$ cat src/rtl/zjh_mux_scan_ctrl.sv
// Scan sequencer for a 4-to-1 mux: steps Sel through all channels, waits for the
// mux output to settle, samples DateOut, and hands the assembled word off via valid/ready.
module zjh_mux_scan_ctrl #(
    parameter int SETTLE_CYCLES = 2
) (
    input  logic       clk,
    input  logic       rst_n,
    input  logic       start,
    input  logic       cont,
    output logic [1:0] Sel,
    output logic       Enable,
    input  logic       DateOut,
    output logic [3:0] scan_data,
    output logic       data_valid,
    input  logic       data_ready,
    output logic       busy
);

    typedef enum logic [1:0] {
        ST_IDLE   = 2'd0,
        ST_SETTLE = 2'd1,
        ST_SAMPLE = 2'd2,
        ST_OUTPUT = 2'd3
    } state_t;

    localparam logic [3:0] SETTLE_LAST = 4'(SETTLE_CYCLES - 1);

    state_t     state_r, state_s;
    logic [1:0] sel_r, sel_s;
    logic       enable_r, enable_s;
    logic [3:0] cnt_r, cnt_s;
    logic [3:0] sample_r, sample_s;
    logic [3:0] scan_data_r, scan_data_s;
    logic       valid_r, valid_s;
    logic       busy_r;

    // Next-state and next-output logic for the scan sequencer.
    always_comb begin
        state_s     = state_r;
        sel_s       = sel_r;
        enable_s    = enable_r;
        cnt_s       = cnt_r;
        sample_s    = sample_r;
        scan_data_s = scan_data_r;
        valid_s     = valid_r;
        case (state_r)
            ST_IDLE: begin
                enable_s = 1'b1;
                sel_s    = 2'd0;
                if (start) begin
                    state_s  = ST_SETTLE;
                    enable_s = 1'b0;
                    cnt_s    = 4'd0;
                end else begin
                    state_s = ST_IDLE;
                end
            end
            ST_SETTLE: begin
                cnt_s = cnt_r + 4'd1;
                if (cnt_r == SETTLE_LAST) begin
                    state_s = ST_SAMPLE;
                end else begin
                    state_s = ST_SETTLE;
                end
            end
            ST_SAMPLE: begin
                sample_s[sel_r] = DateOut;
                if (sel_r != 2'd3) begin
                    sel_s   = sel_r + 2'd1;
                    cnt_s   = 4'd0;
                    state_s = ST_SETTLE;
                end else begin
                    // Bit 3 comes straight from DateOut; the sample register lags by a cycle.
                    scan_data_s = {DateOut, sample_r[2:0]};
                    valid_s     = 1'b1;
                    enable_s    = 1'b1;
                    sel_s       = 2'd0;
                    state_s     = ST_OUTPUT;
                end
            end
            ST_OUTPUT: begin
                if (valid_r && data_ready) begin
                    valid_s = 1'b0;
                    if (cont) begin
                        state_s  = ST_SETTLE;
                        sel_s    = 2'd0;
                        enable_s = 1'b0;
                        cnt_s    = 4'd0;
                    end else begin
                        state_s = ST_IDLE;
                    end
                end else begin
                    state_s = ST_OUTPUT;
                end
            end
            default: begin
                state_s     = ST_IDLE;
                sel_s       = 2'd0;
                enable_s    = 1'b1;
                cnt_s       = 4'd0;
                sample_s    = 4'd0;
                scan_data_s = 4'd0;
                valid_s     = 1'b0;
            end
        endcase
    end

    // State and output registers.
    always_ff @(posedge clk or negedge rst_n) begin
        if (!rst_n) begin
            state_r     <= ST_IDLE;
            sel_r       <= 2'd0;
            enable_r    <= 1'b1;
            cnt_r       <= 4'd0;
            sample_r    <= 4'd0;
            scan_data_r <= 4'd0;
            valid_r     <= 1'b0;
            busy_r      <= 1'b0;
        end else begin
            state_r     <= state_s;
            sel_r       <= sel_s;
            enable_r    <= enable_s;
            cnt_r       <= cnt_s;
            sample_r    <= sample_s;
            scan_data_r <= scan_data_s;
            valid_r     <= valid_s;
            busy_r      <= (state_s != ST_IDLE);
        end
    end

    assign Sel        = sel_r;
    assign Enable     = enable_r;
    assign scan_data  = scan_data_r;
    assign data_valid = valid_r;
    assign busy       = busy_r;

endmodule

$ cat config.mk
export PLATFORM = sky130hd
export DESIGN_NAME = zjh_mux_scan_ctrl
export DESIGN_NICKNAME = d
export VERILOG_FILES = /design/src/rtl/zjh_mux_scan_ctrl.sv
export SDC_FILE = /design/constraint.sdc
export NUM_CORES = 1
export LEC_CHECK = 0
export ABC_CLOCK_PERIOD_IN_PS = 1300
export CORE_MARGIN = 10
export CORE_UTILIZATION = 46
export CTS_CLUSTER_SIZE = 16
export DETAILED_ROUTE_END_ITERATION = 8
export PLACE_DENSITY = 0.77
export SLEW_MARGIN = 20
export SYNTH_ARGS = -nofsm -noshare
export SYNTH_HDL_FRONTEND = slang
export SYNTH_SLANG_ARGS = --single-unit
$ cat constraint.sdc
create_clock -name clk -period 1.3 [get_ports clk]
set_clock_uncertainty 0.05 [all_clocks]
set_input_delay 0.195 -clock clk [delete_from_list [all_inputs] [get_ports clk]]
set_output_delay 0.195 -clock clk [all_outputs]
set_load 0.01 [all_outputs]
==> impl_metrics.py, run 1 <==
metrics = {
    "route": {
        "finalWirelength_um": 2370,
        "wire_per_inst_um": 16.6,
        "drc": 0,
        "vias": 746,
        "viasPerCell": 5.22,
        "antenna_left": 0,
        "drt-initial-drc-count": 31,
        "first_pass_iters": 4,
    },
    "power_and_ir_drop": {
        "p_leak_uw": 0.000663,
        "p_per_area_nw_per_um2": 1930,
        "ir_drop_mv": 1.23,
    },
    "hold_path": {
        "hold_class": "in2async",
    },
    "sta": {
        "rsz0062_at_grt": "yes",
        "fmax_ghz": 0.695,
        "timing.final.crit_share": 1.11,
        "setup_slack_ns": -0.140,
        "setup_viol": 14,
        "finalHoldViolations": 0,
        "holdWs_ns": 0.160,
        "slew_violations": 0,
        "slew-limit-headroom": 0.823,
        "worst_pin_slew_ns": 0.265,
        "period_needed_ns": 1.44,
    },
    "clock_network": {
        "clk_pin_slew_ns": 0.11,
        "htreeDepth": 1,
        "clkLatencyLatePin_ns": 0.30,
        "clkSinkCount": 18,
        "root_buffer": "clkbuf_4",
        "clk_path_buf_depth": 2,
        "tritoncts": "done",
        "holdBufCountCts": 0,
        "numCtsBuffers": 3,
    },
    "final_layout": {
        "drive_above_1_share": 0.508,
        "fin_cells": 143,
        "fin_area_sq_um": 1370,
        "post-route-util": 0.763,
        "n_antenna_cell": 0,
        "fin_nets": 131,
        "area_growth_pct": 52.1,
    },
    "global_routing": {
        "grt_first_pass_wirelength_um": 3820,
        "overflow": 0,
        "antenna_found_initial": 0,
        "grt_usage": 0.117,
        "grt_pass1_vias": 788,
        "grt_max_degree": 19,
    },
    "synth": {
        "synth_edf_count": 0,
        "synth_area_per_cell_sq_um": 11.3,
        "yosys-top-cells-area": "dfrtp_1, mux2_2, ha_1, dfstp_2, inv_1",
        "ys_types": 28,
        "syn-cell-area_sq_um": 903,
        "yosysTopAreaCell": "dfrtp_1",
        "synth_most_common_cell": "dfrtp_1",
        "synth_seq_cells": 18,
        "ys_seq_area_frac": 0.500,
        "synth_nets": 92,
        "synth_ff_type": "dfrtp_1",
        "yosysWarnings": 0,
        "yosys-top-cells-count": "dfrtp_1, inv_1, mux2_2, ha_1, nand2_1",
        "async_flop_share": 1.00,
        "syn_inst": 80,
        "netlist.area_leader.share": 0.471,
    },
    "setup_path": {
        "critPathArrivalTime_ns": 1.57,
        "reg2regPathDepth": 4,
        "worstSetupEndpointType": "flip-flop",
        "cp_max_fo": 4,
        "worst-setup-path-type": "reg2reg",
        "startpoint_type": "flip-flop",
        "timing.rr.end": "cnt_r[2]",
        "ff2ff_setup_slack_ns": -0.14,
        "required_ns": 1.43,
        "r2r-start": "Sel[1]",
    },
    "die": {
        "ios": 15,
        "start_util": 0.501,
        "die_h_um": 64.3,
        "core-area_sq_um": 1800,
        "fp.dieW_um": 64.3,
        "fp.dieArea_sq_um": 4140,
        "row_count": 15,
    },
    "placement": {
        "dp_hpwl_um": 1530,
        "placedCellCount": 135,
        "dp_worst_setup_slack_ns": -0.216,
        "io_buffers": 14,
        "gp_routability_congestion": 0.882,
        "placed_cell_area_sq_um": 1200,
    },
    "status": {
        "status": "finished with violations",
        "violations": "setup timing",
    },
    "flow_run": {
        "maxCapViolations": 0,
    },
}
registers in the layout, summed over array words and instances, names as in the netlist:
signal,cells
Enable,1
Sel,2
busy,1
cnt_r,4
data_valid,1
sample_r,3
scan_data,4
state_r,2
critical path: stages, from the launching register on:
cell      delay [ns]
dfrtp_2         0.45
ha_4            0.18
o21a_4          0.21
a211oi_4        0.31
o22ai_1         0.12
area by class of cell:
type                       count  area, sq um
inverter                       7         28.8
clock buffer                   4         36.3
fill                         130          428
timing repair buffer          36          294
sequential                    18          455
tap                           25         31.3
multi-input combinational     53          528
worst max-delay path by stage:
stage | end | slack (ns) | depth (start not counted) | startpoint
floorplan | cnt_r[0] | -0.04 | 4 | Sel[0]
global placement | cnt_r[0] | -0.17 | 4 | cont
detailed placement | cnt_r[0] | -0.22 | 4 | cont
CTS | cnt_r[0] | -0.11 | 4 | Sel[0]
global route | cnt_r[0] | -0.19 | 4 | Sel[0]
finish | cnt_r[2] | -0.14 | 4 | Sel[1]
metal layers:
layer / GRT usage / share of wire / up-vias
met5: 0 / 0 / -
met4: 0.0749 / 0.027 / 0
met3: 0.0261 / 0.029 / 6
met2: 0.183 / 0.50 / 17
met1: 0.139 / 0.45 / 371
li1: - / - / 352
per-stage QoR:
stage                     TNS [ns]  total power, uW
after CTS                   -0.582             2380
final                        -1.07             2650
after global placement      -0.898             1920
after floorplan             -0.181             1470
after detailed placement     -1.18             1970
after global routing         -1.66             2820
what timing repair did:
item                                    in CTS  in global routing
pin swaps                                    1                  5
buffers inserted                             2                  2
resized for setup                           25                 21
endpoints found under the setup margin      22                 18
gates cloned                                 0                  0
power by group:
group	internal (uW)	leakage, uW	total, uW	switching, uW
registers	769	0.000216	928	159
logic	743	0.000427	1360	619
clock network	171	0.0000210	357	186
total	1680	0.000663	2650	964
cells in the final DEF, fill, tap and decap left out, types with 3 or more instances in the layout:
cell type / synthesis / final
o22ai_1: 3 / 3
nand2_1: 6 / 5
nor2_1: 4 / 4
dfrtp_1: 17 / 14
nand3_1: 3 / 3
inv_1: 7 / 4
clkdlybuf4s50_1: 0 / 5
buf_4: 0 / 20
ha_1: 6 / 3
dlygate4sd2_1: 0 / 7
dfrtp_2: 0 / 3
ha_4: 0 / 3
clkbuf_4: 0 / 3
mux2_4: 0 / 6
a21oi_2: 0 / 3
cell families after synthesis:
family | Yosys count | synth area share
AOI/OAI and AO/OA | 14 | 0.104
xor gates and xnor gates | 2 | 0.0194
adders and majority gates | 6 | 0.0831
buffers and inverters | 9 | 0.0540
DFF | 18 | 0.500
muxes | 8 | 0.0983
and+or+nand+nor | 23 | 0.141
Power figures use the tool's default switching activity.
==> run 2: changes to the inputs <==
--- a/config.mk
+++ b/config.mk
@@ -11,6 +11,7 @@
 export CTS_CLUSTER_SIZE = 16
 export DETAILED_ROUTE_END_ITERATION = 8
 export PLACE_DENSITY = 0.77
+export SETUP_SLACK_MARGIN = 0.2
 export SLEW_MARGIN = 20
 export SYNTH_ARGS = -nofsm -noshare
 export SYNTH_HDL_FRONTEND = slang
==> impl_metrics.py, run 2 (same netlist as run 1, synthesis figures left out) <==
metrics = {
    "placement": {
        "io_buffers": 14,
        "dp_hpwl_um": 1450,
        "dp_worst_setup_slack_ns": -0.200,
        "gp_routability_congestion": 0.819,
    },
    "final_layout": {
        "post-route-util": 0.779,
        "layout_common_cells": "buf_4, dfrtp_1, buf_6",
        "register_area_sq_um": 455,
        "final_common_cell": "buf_4",
        "fin_nets": 137,
        "n_antenna_cell": 0,
        "drive_above_1_share": 0.589,
        "multi_input_area_sq_um": 522,
        "nFillCells": 109,
        "area_growth_pct": 55.4,
    },
    "sta": {
        "finalHoldViolations": 0,
        "setup_slack_ns": -0.0995,
        "timing.final.crit_share": 1.08,
        "fmax_ghz": 0.715,
        "worst_pin_slew_ns": 0.270,
        "period_needed_ns": 1.40,
        "slew-limit-headroom": 0.819,
        "rsz0062_at_grt": "yes",
        "fin_setup_tns_ns": -0.617,
        "setup_viol": 12,
        "slew_violations": 0,
    },
    "flow_run": {
        "maxCapViolations": 0,
    },
    "clock_network": {
        "clkLatencyLatePin_ns": 0.30,
        "clk_path_buf_depth": 2,
        "htreeDepth": 1,
        "root_buffer": "clkbuf_4",
        "tritoncts": "done",
        "clk_pin_slew_ns": 0.10,
        "numCtsBuffers": 3,
        "clkSinkCount": 18,
    },
    "die": {
        "fp.dieArea_sq_um": 4140,
        "core-area_sq_um": 1800,
        "start_util": 0.501,
        "row_count": 15,
        "ios": 15,
        "fp.dieW_um": 64.3,
        "die_h_um": 64.3,
    },
    "global_routing": {
        "grt_first_pass_wirelength_um": 3380,
        "grt_usage": 0.101,
        "overflow": 0,
        "grt_pass1_vias": 769,
        "grt_max_degree": 19,
        "antenna_found_initial": 0,
    },
    "route": {
        "drc": 0,
        "drt-initial-drc-count": 29,
        "wire_per_inst_um": 16.3,
        "finalWirelength_um": 2430,
        "antenna_left": 0,
        "vias": 790,
        "viasPerCell": 5.30,
        "first_pass_iters": 4,
    },
    "power_and_ir_drop": {
        "p_per_area_nw_per_um2": 1890,
        "p_leak_uw": 0.000672,
        "ir_drop_mv": 1.53,
    },
    "setup_path": {
        "cpPeakStageDelay_ns": 0.45,
        "cpMaxStageDelayCell": "dfrtp_2",
        "worst-setup-path-type": "reg2reg",
        "cp_num_buf_inv": 0,
        "critPathArrivalTime_ns": 1.53,
        "worstSetupEndpointType": "flip-flop",
        "required_ns": 1.43,
        "cp_max_fo": 4,
        "critical_path.top_delay_family": "compound AO/OA/AOI/OAI gates",
        "startpoint_type": "flip-flop",
        "crit_chain": "ha_4, o21a_4, a211oi_4, o22ai_1",
    },
    "hold_path": {
        "hold_class": "in2async",
    },
    "status": {
        "status": "finished with violations",
        "violations": "setup timing",
    },
}
[run 2: cell count changes in the layout (fill, tap and decap cells not counted), sizes merged]
cell / delta
buf: +13
dlygate4sd2: -7
[run 2: cell type report]
class | count | share of cell area
Multi-Input combinational cell | 53 | 0.372
Sequential cell | 18 | 0.324
Timing Repair Buffer | 42 | 0.244
Tap cell | 25 | 0.0223
Clock buffer | 4 | 0.0187
Inverter | 7 | 0.0187
[run 2: final timing paths]
path	start	endpoint	slack, ns	cells after the start
setup / recovery	Sel[0]	cnt_r[2]	-0.1	4
hold / removal	rst_n	scan_data[2]	0.17	2
setup reg to reg	Sel[0]	cnt_r[2]	-0.1	4
hold reg to reg	scan_data[1]	scan_data[1]	0.46	1
max in group asynchronous	rst_n	Enable	0.77	2
min in group clk	scan_data[1]	scan_data[1]	0.46	1
[run 2: worst reg2reg max path, stage by stage (launching register included)]
cell and delay, ns:
dfrtp_2 0.45, ha_4 0.17, o21a_4 0.20, a211oi_4 0.28, o22ai_1 0.13
[run 2: what timing repair did]
item / in CTS / in global routing
pin swaps: 6 / 4
cloned: 0 / 0
hold buffers: 0 / 0
endpoints found under the setup margin: 27 / 25
setup buffers: 4 / 6
gates resized for setup: 51 / 19
hold endpoints to repair: 0 / 0
[run 2: stage by stage]
stage / total power, uW / instance area (sq um) / hold WS, ns / std cells
detailed placement: 1970 / 1210 / 0.443 / 135
finish: 2660 / 1400 / 0.165 / 149
CTS: 2380 / 1280 / 0.171 / 143
global route: 2830 / 1400 / 0.168 / 149
global placement: 1910 / 1210 / 0.433 / 135
floorplan: 1470 / 922 / -0.151 / 80
[run 2: per-layer routing]
metal	vias to the layer above	GRT usage	wire (um)
met5	-	0	0
met4	0	0.0535	97
met3	10	0.0331	133
met2	28	0.163	1270
met1	387	0.117	931
li1	365	-	-
[run 2: report_power, final]
part	total, uW	internal (uW)	switching (uW)
registers	914	769	145
logic	1450	796	650
clock network	299	120	179
